File: config.mk
export PLATFORM = sky130hd
export DESIGN_NAME = mem_port_arbiter
export DESIGN_NICKNAME = d
export VERILOG_FILES = /design/src/rtl/mem_port_arbiter.sv
export SDC_FILE = /design/constraint.sdc
export NUM_CORES = 1
export LEC_CHECK = 0
export BUFFER_PORTS_ARGS = -buffer_cell sky130_fd_sc_hd__buf_2
export CAP_MARGIN = 10
export CORE_AREA = 5 5 293 295
export DETAILED_ROUTE_END_ITERATION = 10
export DIE_AREA = 0 0 298 300
export SLEW_MARGIN = 20
export SYNTH_ARGS = -nofsm -noshare
export SYNTH_HDL_FRONTEND = slang
export SYNTH_SLANG_ARGS = --single-unit
File: constraint.sdc
create_clock -name clk -period 1.9 [get_ports clk]
set_clock_uncertainty 0.1 [all_clocks]
set_input_delay 0.19 -clock clk [delete_from_list [all_inputs] [get_ports clk]]
set_output_delay 0.19 -clock clk [all_outputs]
set_load 0.01 [all_outputs]
File: src/rtl/mem_port_arbiter.sv
// Two-port arbiter sharing one line-granular DataMemory between the I-cache (port 0)
// and the D-cache (port 1): one whole-line transaction in flight at a time.
module mem_port_arbiter #(
  parameter int LINE_SIZE  = 16,
  parameter int ADDR_WIDTH = 32
) (
  input  logic                    clk,
  input  logic                    reset,

  input  logic                    req0_valid,
  input  logic [ADDR_WIDTH-1:0]   req0_addr,
  input  logic                    req0_read,
  input  logic                    req0_write,
  input  logic [LINE_SIZE*8-1:0]  req0_din,
  output logic                    req0_ready,

  input  logic                    req1_valid,
  input  logic [ADDR_WIDTH-1:0]   req1_addr,
  input  logic                    req1_read,
  input  logic                    req1_write,
  input  logic [LINE_SIZE*8-1:0]  req1_din,
  output logic                    req1_ready,

  output logic                    resp0_valid,
  output logic                    resp1_valid,
  output logic [LINE_SIZE*8-1:0]  resp_dout,

  output logic                    mem_is_input_valid,
  output logic [ADDR_WIDTH-1:0]   mem_addr,
  output logic                    mem_read,
  output logic                    mem_write,
  output logic [LINE_SIZE*8-1:0]  mem_din,
  input  logic                    mem_is_output_valid,
  input  logic [LINE_SIZE*8-1:0]  mem_dout,
  input  logic                    mem_ready
);

  localparam int LINE_BITS   = LINE_SIZE * 8;
  localparam int OFFSET_BITS = $clog2(LINE_SIZE);

  typedef enum logic [2:0] {IDLE, ISSUE, WAIT_RD, WAIT_WR, RESP} state_t;
  typedef enum logic [1:0] {OP_NONE, OP_READ, OP_WRITE} op_t;

  state_t                 state_q, state_d;
  logic                   rr_ptr_q;
  logic                   grant_q;
  op_t                    op_q;
  logic [ADDR_WIDTH-1:0]  addr_q;
  logic [LINE_BITS-1:0]   din_q;
  logic [LINE_BITS-1:0]   resp_dout_q;

  logic                   sel;
  logic                   take;
  logic                   load_dout;
  logic [ADDR_WIDTH-1:0]  sel_addr;
  logic [LINE_BITS-1:0]   sel_din;
  op_t                    sel_op;

  // Round-robin pointer only breaks ties; a lone requester always wins.
  always_comb begin
    sel      = (req0_valid && req1_valid) ? rr_ptr_q : req1_valid;
    sel_addr = sel ? req1_addr : req0_addr;
    sel_din  = sel ? req1_din  : req0_din;
    if (sel ? req1_write : req0_write)
      sel_op = OP_WRITE;
    else if (sel ? req1_read : req0_read)
      sel_op = OP_READ;
    else
      sel_op = OP_NONE;
  end

  always_comb begin
    state_d            = state_q;
    take               = 1'b0;
    load_dout          = 1'b0;
    req0_ready         = 1'b0;
    req1_ready         = 1'b0;
    resp0_valid        = 1'b0;
    resp1_valid        = 1'b0;
    mem_is_input_valid = 1'b0;
    mem_addr           = '0;
    mem_read           = 1'b0;
    mem_write          = 1'b0;
    mem_din            = '0;

    case (state_q)
      IDLE: begin
        // Gated by reset so the acknowledge stays low while reset is held.
        if (reset && (req0_valid || req1_valid)) begin
          take       = 1'b1;
          req0_ready = ~sel;
          req1_ready = sel;
          state_d    = ISSUE;
        end
      end
      ISSUE: begin
        if (op_q == OP_NONE) begin
          state_d = RESP;
        end else begin
          mem_is_input_valid = 1'b1;
          mem_read           = (op_q == OP_READ);
          mem_write          = (op_q == OP_WRITE);
          mem_addr           = addr_q >> OFFSET_BITS;
          mem_din            = din_q;
          if (mem_ready)
            state_d = (op_q == OP_READ) ? WAIT_RD : WAIT_WR;
        end
      end
      WAIT_RD: begin
        if (mem_is_output_valid) begin
          load_dout = 1'b1;
          state_d   = RESP;
        end
      end
      WAIT_WR: begin
        if (mem_ready)
          state_d = RESP;
      end
      RESP: begin
        resp0_valid = ~grant_q;
        resp1_valid = grant_q;
        state_d     = IDLE;
      end
      default: state_d = IDLE;
    endcase
  end

  always_ff @(posedge clk or negedge reset) begin
    if (!reset) begin
      state_q     <= IDLE;
      rr_ptr_q    <= 1'b1;
      grant_q     <= 1'b0;
      op_q        <= OP_NONE;
      addr_q      <= '0;
      din_q       <= '0;
      resp_dout_q <= '0;
    end else begin
      state_q <= state_d;
      if (take) begin
        grant_q <= sel;
        op_q    <= sel_op;
        addr_q  <= sel_addr;
        din_q   <= sel_din;
      end
      if (load_dout)
        resp_dout_q <= mem_dout;
      else if (state_q == RESP)
        resp_dout_q <= '0;
      if (state_q == RESP)
        rr_ptr_q <= ~grant_q;
    end
  end

  assign resp_dout = resp_dout_q;

endmodule

==> results_dict.tcl, run 1 <==
set metrics [dict create \
    cts_tree "yes" \
    cp_cell_sequence "nor2_2 > nand2_2 > nor2_4 > buf_12 > buf_12 > buf_16 > and2_1 > buf_6" \
    maxCapViolations 0 \
    max_freq_mhz 417 \
    synth-xor-area-share 0 \
    post-synth-top-count-cell "nand2_1" \
    final_nets 3194 \
    synth-async-reset-ratio 1.00 \
    clk_latency_ns 0.54 \
    drive_gt1_frac 0.445 \
    reg2reg_to "din_q[109]" \
    r2r_cells 6 \
    antenna_found_initial 7 \
    ant_nets 0 \
    synth_compound_area_frac 0.114 \
    min_period_ns 2.40 \
    grt_max_degree 144 \
    syn_inst 1457 \
    worstMarginPinSlew_ns 1.04 \
    cp_slowest_cell "dfrtp_1" \
    synthMuxAreaShare 0.114 \
    gp_congestion 0.872 \
    critPathCapture "mem_din[113]" \
    finalNonFillerCells 3846 \
    hold_viol_final 0 \
    die_area_um2 89400 \
    clk_pin_slew_ns 0.06 \
    setup_tns_ns -100.41 \
    slowest_delay_ns 0.41 \
    grt_pass1_vias 16541 \
    finalWirelength_mm 72.6 \
    cpMostUsedCell "buf_12" \
    io_buffers 740 \
    rows 106 \
    ff2ff_setup_slack_ns -0.22 \
    synth_top_family_by_area "simple AND/OR/NAND/NOR gates" \
    violations "negative setup slack" \
    fillers 7962 \
    critPathArrivalTime_ns 2.11 \
    postLayoutCoreUtil 0.336 \
    timing.rr.start "state_q[2]" \
    synth.avg_cell_area_um2 9.49 \
    die_h_um 300 \
    cp-start-kind "flop" \
    p_per_area_nw_per_um2 1160 \
    crit_type "flop to output port" \
    hp-class "primary input to flop" \
    vias 16081 \
    rsz0062_at_grt "true" \
    start_util 0.167 \
    yosysSeqAreaShare 0.527 \
    setup_viol 446 \
    slew_headroom 0.305 \
    yosysTopAreaCell "dfrtp_1" \
    ys_ff_latch 291 \
    core_um2 82900 \
    drtIter0Drc 857 \
    worstPathRequired_ns 1.61 \
    synth_cell_types 32 \
    yosysWarnings 0 \
    synth_edf_count 0 \
    worstSetupEndpointType "output port" \
    fin_crit_sh 1.26 \
    seq_area_um2 7280 \
    grt_pass1_wl_mm 97.9 \
    finalWorstSetupSlack_ns -0.498 \
    cts_max_level 2 \
    multi_input_area_um2 6730 \
    pre_cts_ws_ns 0.0189 \
    yosys-top-cells-count "405 x nand2_1, 290 x dfrtp_1, 157 x and2_1, 157 x mux2i_1, 156 x o21ai_1" \
    wl_per_cell_um 18.9 \
    track_usage 0.138 \
    io_pins 753 \
    syn_area_um2 13800 \
    timing.critical_path.from "state_q[1]" \
    firstDrtPassIters 5 \
    clkSinkCount 291 \
    status "finished, violations left" \
    cts_max_path_buffers 3 \
    synth_top_area_frac 0.525 \
    netlist_top_cells_area "dfrtp_1 52%, mux2i_1 11%, nand2_1 11%, and2_1 7.1%, o21ai_1 5.6%" \
    slew_viol_final 0 \
    drc 0 \
    leakage_nw 14.2 \
    grt_overflow 0 \
    dp_hpwl_mm 41.8 \
    cts_root_buf "clkbuf_16" \
    die_width_um 298 \
    vias_per_cell 4.18 \
    yosys.area_share.simple 0.195 \
    dp_cells 3252 \
    cp_max_fo 8 \
    ir_drop_uv 845 \
    hold_slack_ns 0.174 \
    area_growth_pct 101 \
    synth_ff_type "dfrtp_1" \
    numCtsBuffers 35 \
    yosys.area_share.adder 0 \
]
[power breakdown]
group / internal (mW) / switching (mW)
Sequential: 8.63 / 1.44
Combinational: 7.95 / 7.62
Clock: 3.92 / 2.80
[cell type report]
cell class,count,area share
inverters,4,0.000539
repair buffers,1355,0.407
diodes,5,0.000449
flip-flops and latches,291,0.261
clock buffers,50,0.0371
clock inverters,12,0.00346
multi-input cells,1049,0.242
well taps,1080,0.0485
[flip-flops by register name, indices dropped and copies added, names as in the netlist]
register   cells
state_q        3
rr_ptr_q       1
addr_q        28
op_q           2
grant_q        1
resp_dout    128
din_q        128
[cell usage in the layout (no fill, tap or decap), types with 2 or more instances in the layout]
| cell type | instances |
|---|---|
| dfrtp_1 | 289 |
| nor2_4 | 3 |
| nand2_4 | 42 |
| clkinv_2 | 8 |
| buf_4 | 65 |
| nand3b_1 | 2 |
| a21oi_1 | 3 |
| buf_2 | 626 |
| buf_6 | 141 |
| o21ai_2 | 67 |
| clkbuf_16 | 55 |
| o21ai_0 | 47 |
| inv_6 | 3 |
| nand2_1 | 337 |
| buf_16 | 11 |
| clkbuf_8 | 10 |
| nor2_1 | 4 |
| o21ai_4 | 2 |
| buf_12 | 35 |
| diode_2 | 5 |
| buf_8 | 9 |
| and2_1 | 52 |
| inv_1 | 4 |
| o21ai_1 | 173 |
| and2_4 | 105 |
| dlygate4sd3_1 | 448 |
| mux2i_1 | 157 |
| nor3_1 | 2 |
| nand2_2 | 36 |
| nor3b_2 | 2 |
| clkbuf_1 | 5 |
| conb_1 | 4 |
[metrics by stage]
| stage | cell area [µm²] | power, mW |
|---|---|---|
| finish | 27900 | 32.4 |
| global route | 27900 | 34.3 |
| CTS | 25500 | 29.3 |
| detailed placement | 19200 | 20.2 |
| global placement | 19200 | 19.9 |
| floorplan | 13800 | 15.4 |
[worst min path at each step]
stage               startpoint            end  cells after the start  slack [ns]
floorplan                reset     addr_q[10]                      0       -0.21
global placement         reset        grant_q                      2      -0.009
detailed placement       reset        grant_q                      2      -0.009
CTS                      reset  resp_dout[62]                      4        0.12
global route        req1_valid        op_q[0]                      5        0.18
finish              req1_valid        op_q[0]                      5        0.17
[metal layers]
layer,global-route usage,up-vias,wire (µm)
li1,-,7374,-
met1,0.157,7575,27000
met2,0.237,853,35700
met3,0.0436,275,5710
met4,0.0611,4,4190
met5,0,-,27
[cells by family (layout without fill, tap and decap cells)]
logic type | after synthesis | in the layout
muxes | 158 | 158
other | 1 | 9
AOI/OAI and AO/OA | 295 | 295
and+or+nand+nor | 592 | 592
DFF | 291 | 291
buffers and inverters | 120 | 1421
[worst max-delay path, delay by kind of cell (launching register included)]
kind                   cells  cell delay [ns]
DFF                        1             0.41
and+or+nand+nor            4             0.55
buffers and inverters      4             0.58
[repair_timing]
action	in CTS	in global routing
hold buffers	448	0
endpoints found under the hold margin	579	0
resized for setup	75	494
endpoints found under the setup margin	171	351
pin swaps	14	177
setup buffers	20	30
cloned	9	29
(Power assumes the default switching activity.)
==> inputs of run 2 (changes only) <==
- BUFFER_PORTS_ARGS: -buffer_cell sky130_fd_sc_hd__buf_2 -> default
- CORE_AREA: 5 5 293 295 -> 5 5 290 292
- DIE_AREA: 0 0 298 300 -> 0 0 295 297
- DONT_BUFFER_PORTS: default -> 1
==> run 2 against run 1 <==
Against the previous run: the run ends with negative hold slack, max-slew violations, negative setup slack left; clock-buffer cell count shrank 1; clock power grew 3%; worst setup slack gained 0.15 ns; final area shrank 9.4%; via count shrank 14%; sequential share of layout area grew 2.7 points; combinational power shrank 8%; critical path type unchanged; largest cell class unchanged; largest power group unchanged; highest routed layer unchanged.
==> results_dict.tcl, run 2 (synthesis results as in run 1) <==
set metrics [dict create \
    antenna_found_initial 21 \
    track_usage 0.125 \
    drive_gt1_frac 0.334 \
    rows 105 \
    slew_viol_final 123 \
    finalWirelength_mm 72.6 \
    hp-class "primary input to async pin" \
    reg2reg_to "addr_q[10]" \
    drtIter0Drc 720 \
    design_area_um2 25200 \
    worstPathRequired_ns 1.61 \
    critPathArrivalTime_ns 1.96 \
    vias 13753 \
    grt_pass1_wl_mm 84.9 \
    max_freq_mhz 445 \
    numCtsBuffers 35 \
    leakage_nw 11.5 \
    postLayoutCoreUtil 0.310 \
    pre_cts_ws_ns 0.0350 \
    die_area_um2 87600 \
    ir_drop_uv 645 \
    maxCapViolations 0 \
    start_util 0.170 \
    core_um2 81300 \
    cts_tree "yes" \
    grt_max_degree 293 \
    gp_congestion 0.795 \
    min_period_ns 2.25 \
    cts_max_level 2 \
    placed_cell_area_um2 15300 \
    rsz0062_at_grt "true" \
    clk_pin_slew_ns 0.06 \
    area_growth_pct 82.6 \
    worstSetupEndpointType "output port" \
    slew_headroom -0.333 \
    mostFrequentLayoutCell "dlygate4sd3_1" \
    setup_viol 432 \
    die_h_um 297 \
    setup_tns_ns -96.87 \
    io_pins 753 \
    ant_nets 0 \
    vias_per_cell 4.41 \
    dp_cells 2468 \
    cp-start-kind "flop" \
    hold_slack_ns -0.764 \
    cts_hold_buf 447 \
    timing.critical_path.from "state_q[1]" \
    wl_per_cell_um 23.3 \
    final_cell_mix "447 x dlygate4sd3_1, 286 x dfrtp_1, 270 x nand2_1, 157 x mux2i_1, 143 x o21ai_2" \
    status "finished, violations left" \
    die_width_um 295 \
    finalNonFillerCells 3120 \
    cts_max_path_buffers 3 \
    drc 0 \
    worstMarginPinSlew_ns 2.00 \
    p_per_area_nw_per_um2 1290 \
    timing.rr.start "state_q[0]" \
    cts_root_buf "clkbuf_16" \
    finalWorstSetupSlack_ns -0.348 \
    final_nets 2467 \
    ff2ff_setup_slack_ns -0.30 \
    dp_hpwl_mm 37.9 \
    crit_type "flop to output port" \
    hold_viol_final 291 \
    fin_crit_sh 1.18 \
    cp_max_fo 10 \
    grt_pass1_vias 13349 \
    io_buffers 0 \
    r2r_cells 9 \
    clkSinkCount 291 \
    critPathCapture "mem_din[70]" \
    firstDrtPassIters 5 \
    clk_latency_ns 0.54 \
    grt_overflow 0 \
    violations "negative hold slack, max-slew violations, negative setup slack" \
]
[run 2: cell types whose count changed in the layout (fill, tap and decap cells not counted), sizes merged]
cell and change:
clkinv -3, bufinv +2, clkinvlp +2, buf -761, inv +2, dlygate4sd3 -1, diode +9, clkbuf +34
[run 2: area by class of cell]
cell class | instances | area [µm²]
clock buffers | 49 | 988
inverters | 4 | 15.0
fillers | 7833 | 56100
diodes | 14 | 35.0
repair buffers | 628 | 7890
multi-input cells | 1049 | 7510
clock inverters | 15 | 178
well taps | 1070 | 1340
flip-flops and latches | 291 | 7290
[run 2: worst min path at each step]
stage,slack [ns],from,cells past startpoint,endpoint
3_3_place_gp,-0.20,reset,0,resp_dout[59]
3_5_place_dp,-0.20,reset,0,resp_dout[59]
2_1_floorplan,-0.21,reset,0,addr_q[10]
6_report,-0.76,reset,0,resp_dout[54]
5_1_grt,-0.81,reset,0,resp_dout[54]
4_1_cts,-0.81,reset,0,resp_dout[59]
[run 2: per-layer routing]
metal	track usage	up-vias	part of all wire
met5	0	-	0.00051
met4	0.0423	6	0.037
met3	0.0468	190	0.094
met2	0.220	855	0.50
met1	0.137	6738	0.36
li1	-	5964	-
[run 2: what timing repair did]
action / 4_1_cts / 5_1_grt
pin swaps: 31 / 198
setup buffers: 15 / 25
cloned: 6 / 86
endpoints found under the hold margin: 580 / 291
setup endpoints to repair: 163 / 403
gates resized for setup: 165 / 517
[run 2: power by group]
| part | internal, mW | leakage (nW) | switching (mW) | total [mW] |
|---|---|---|---|---|
| Clock | 4.08 | 0.569 | 2.82 | 6.90 |
| Combinational | 7.30 | 7.17 | 7.04 | 14.3 |
| Sequential | 8.64 | 3.72 | 2.55 | 11.2 |
| Total | 20.0 | 11.5 | 12.4 | 32.4 |
[run 2: worst max-delay path, cell delays in order, from the launching register on]
cell	delay, ns
dfrtp_2	0.44
nor2_4	0.13
nand2_2	0.07
nor2_4	0.10
buf_12	0.17
buf_16	0.16
clkbuf_16	0.17
and2_4	0.17
[run 2: stage by stage]
stage               hold slack (ns)  total power [mW]
floorplan                    -0.206              15.4
global placement             -0.196              17.8
detailed placement           -0.197              18.1
CTS                          -0.809              27.7
global route                 -0.814              34.1
finish                       -0.764              32.4
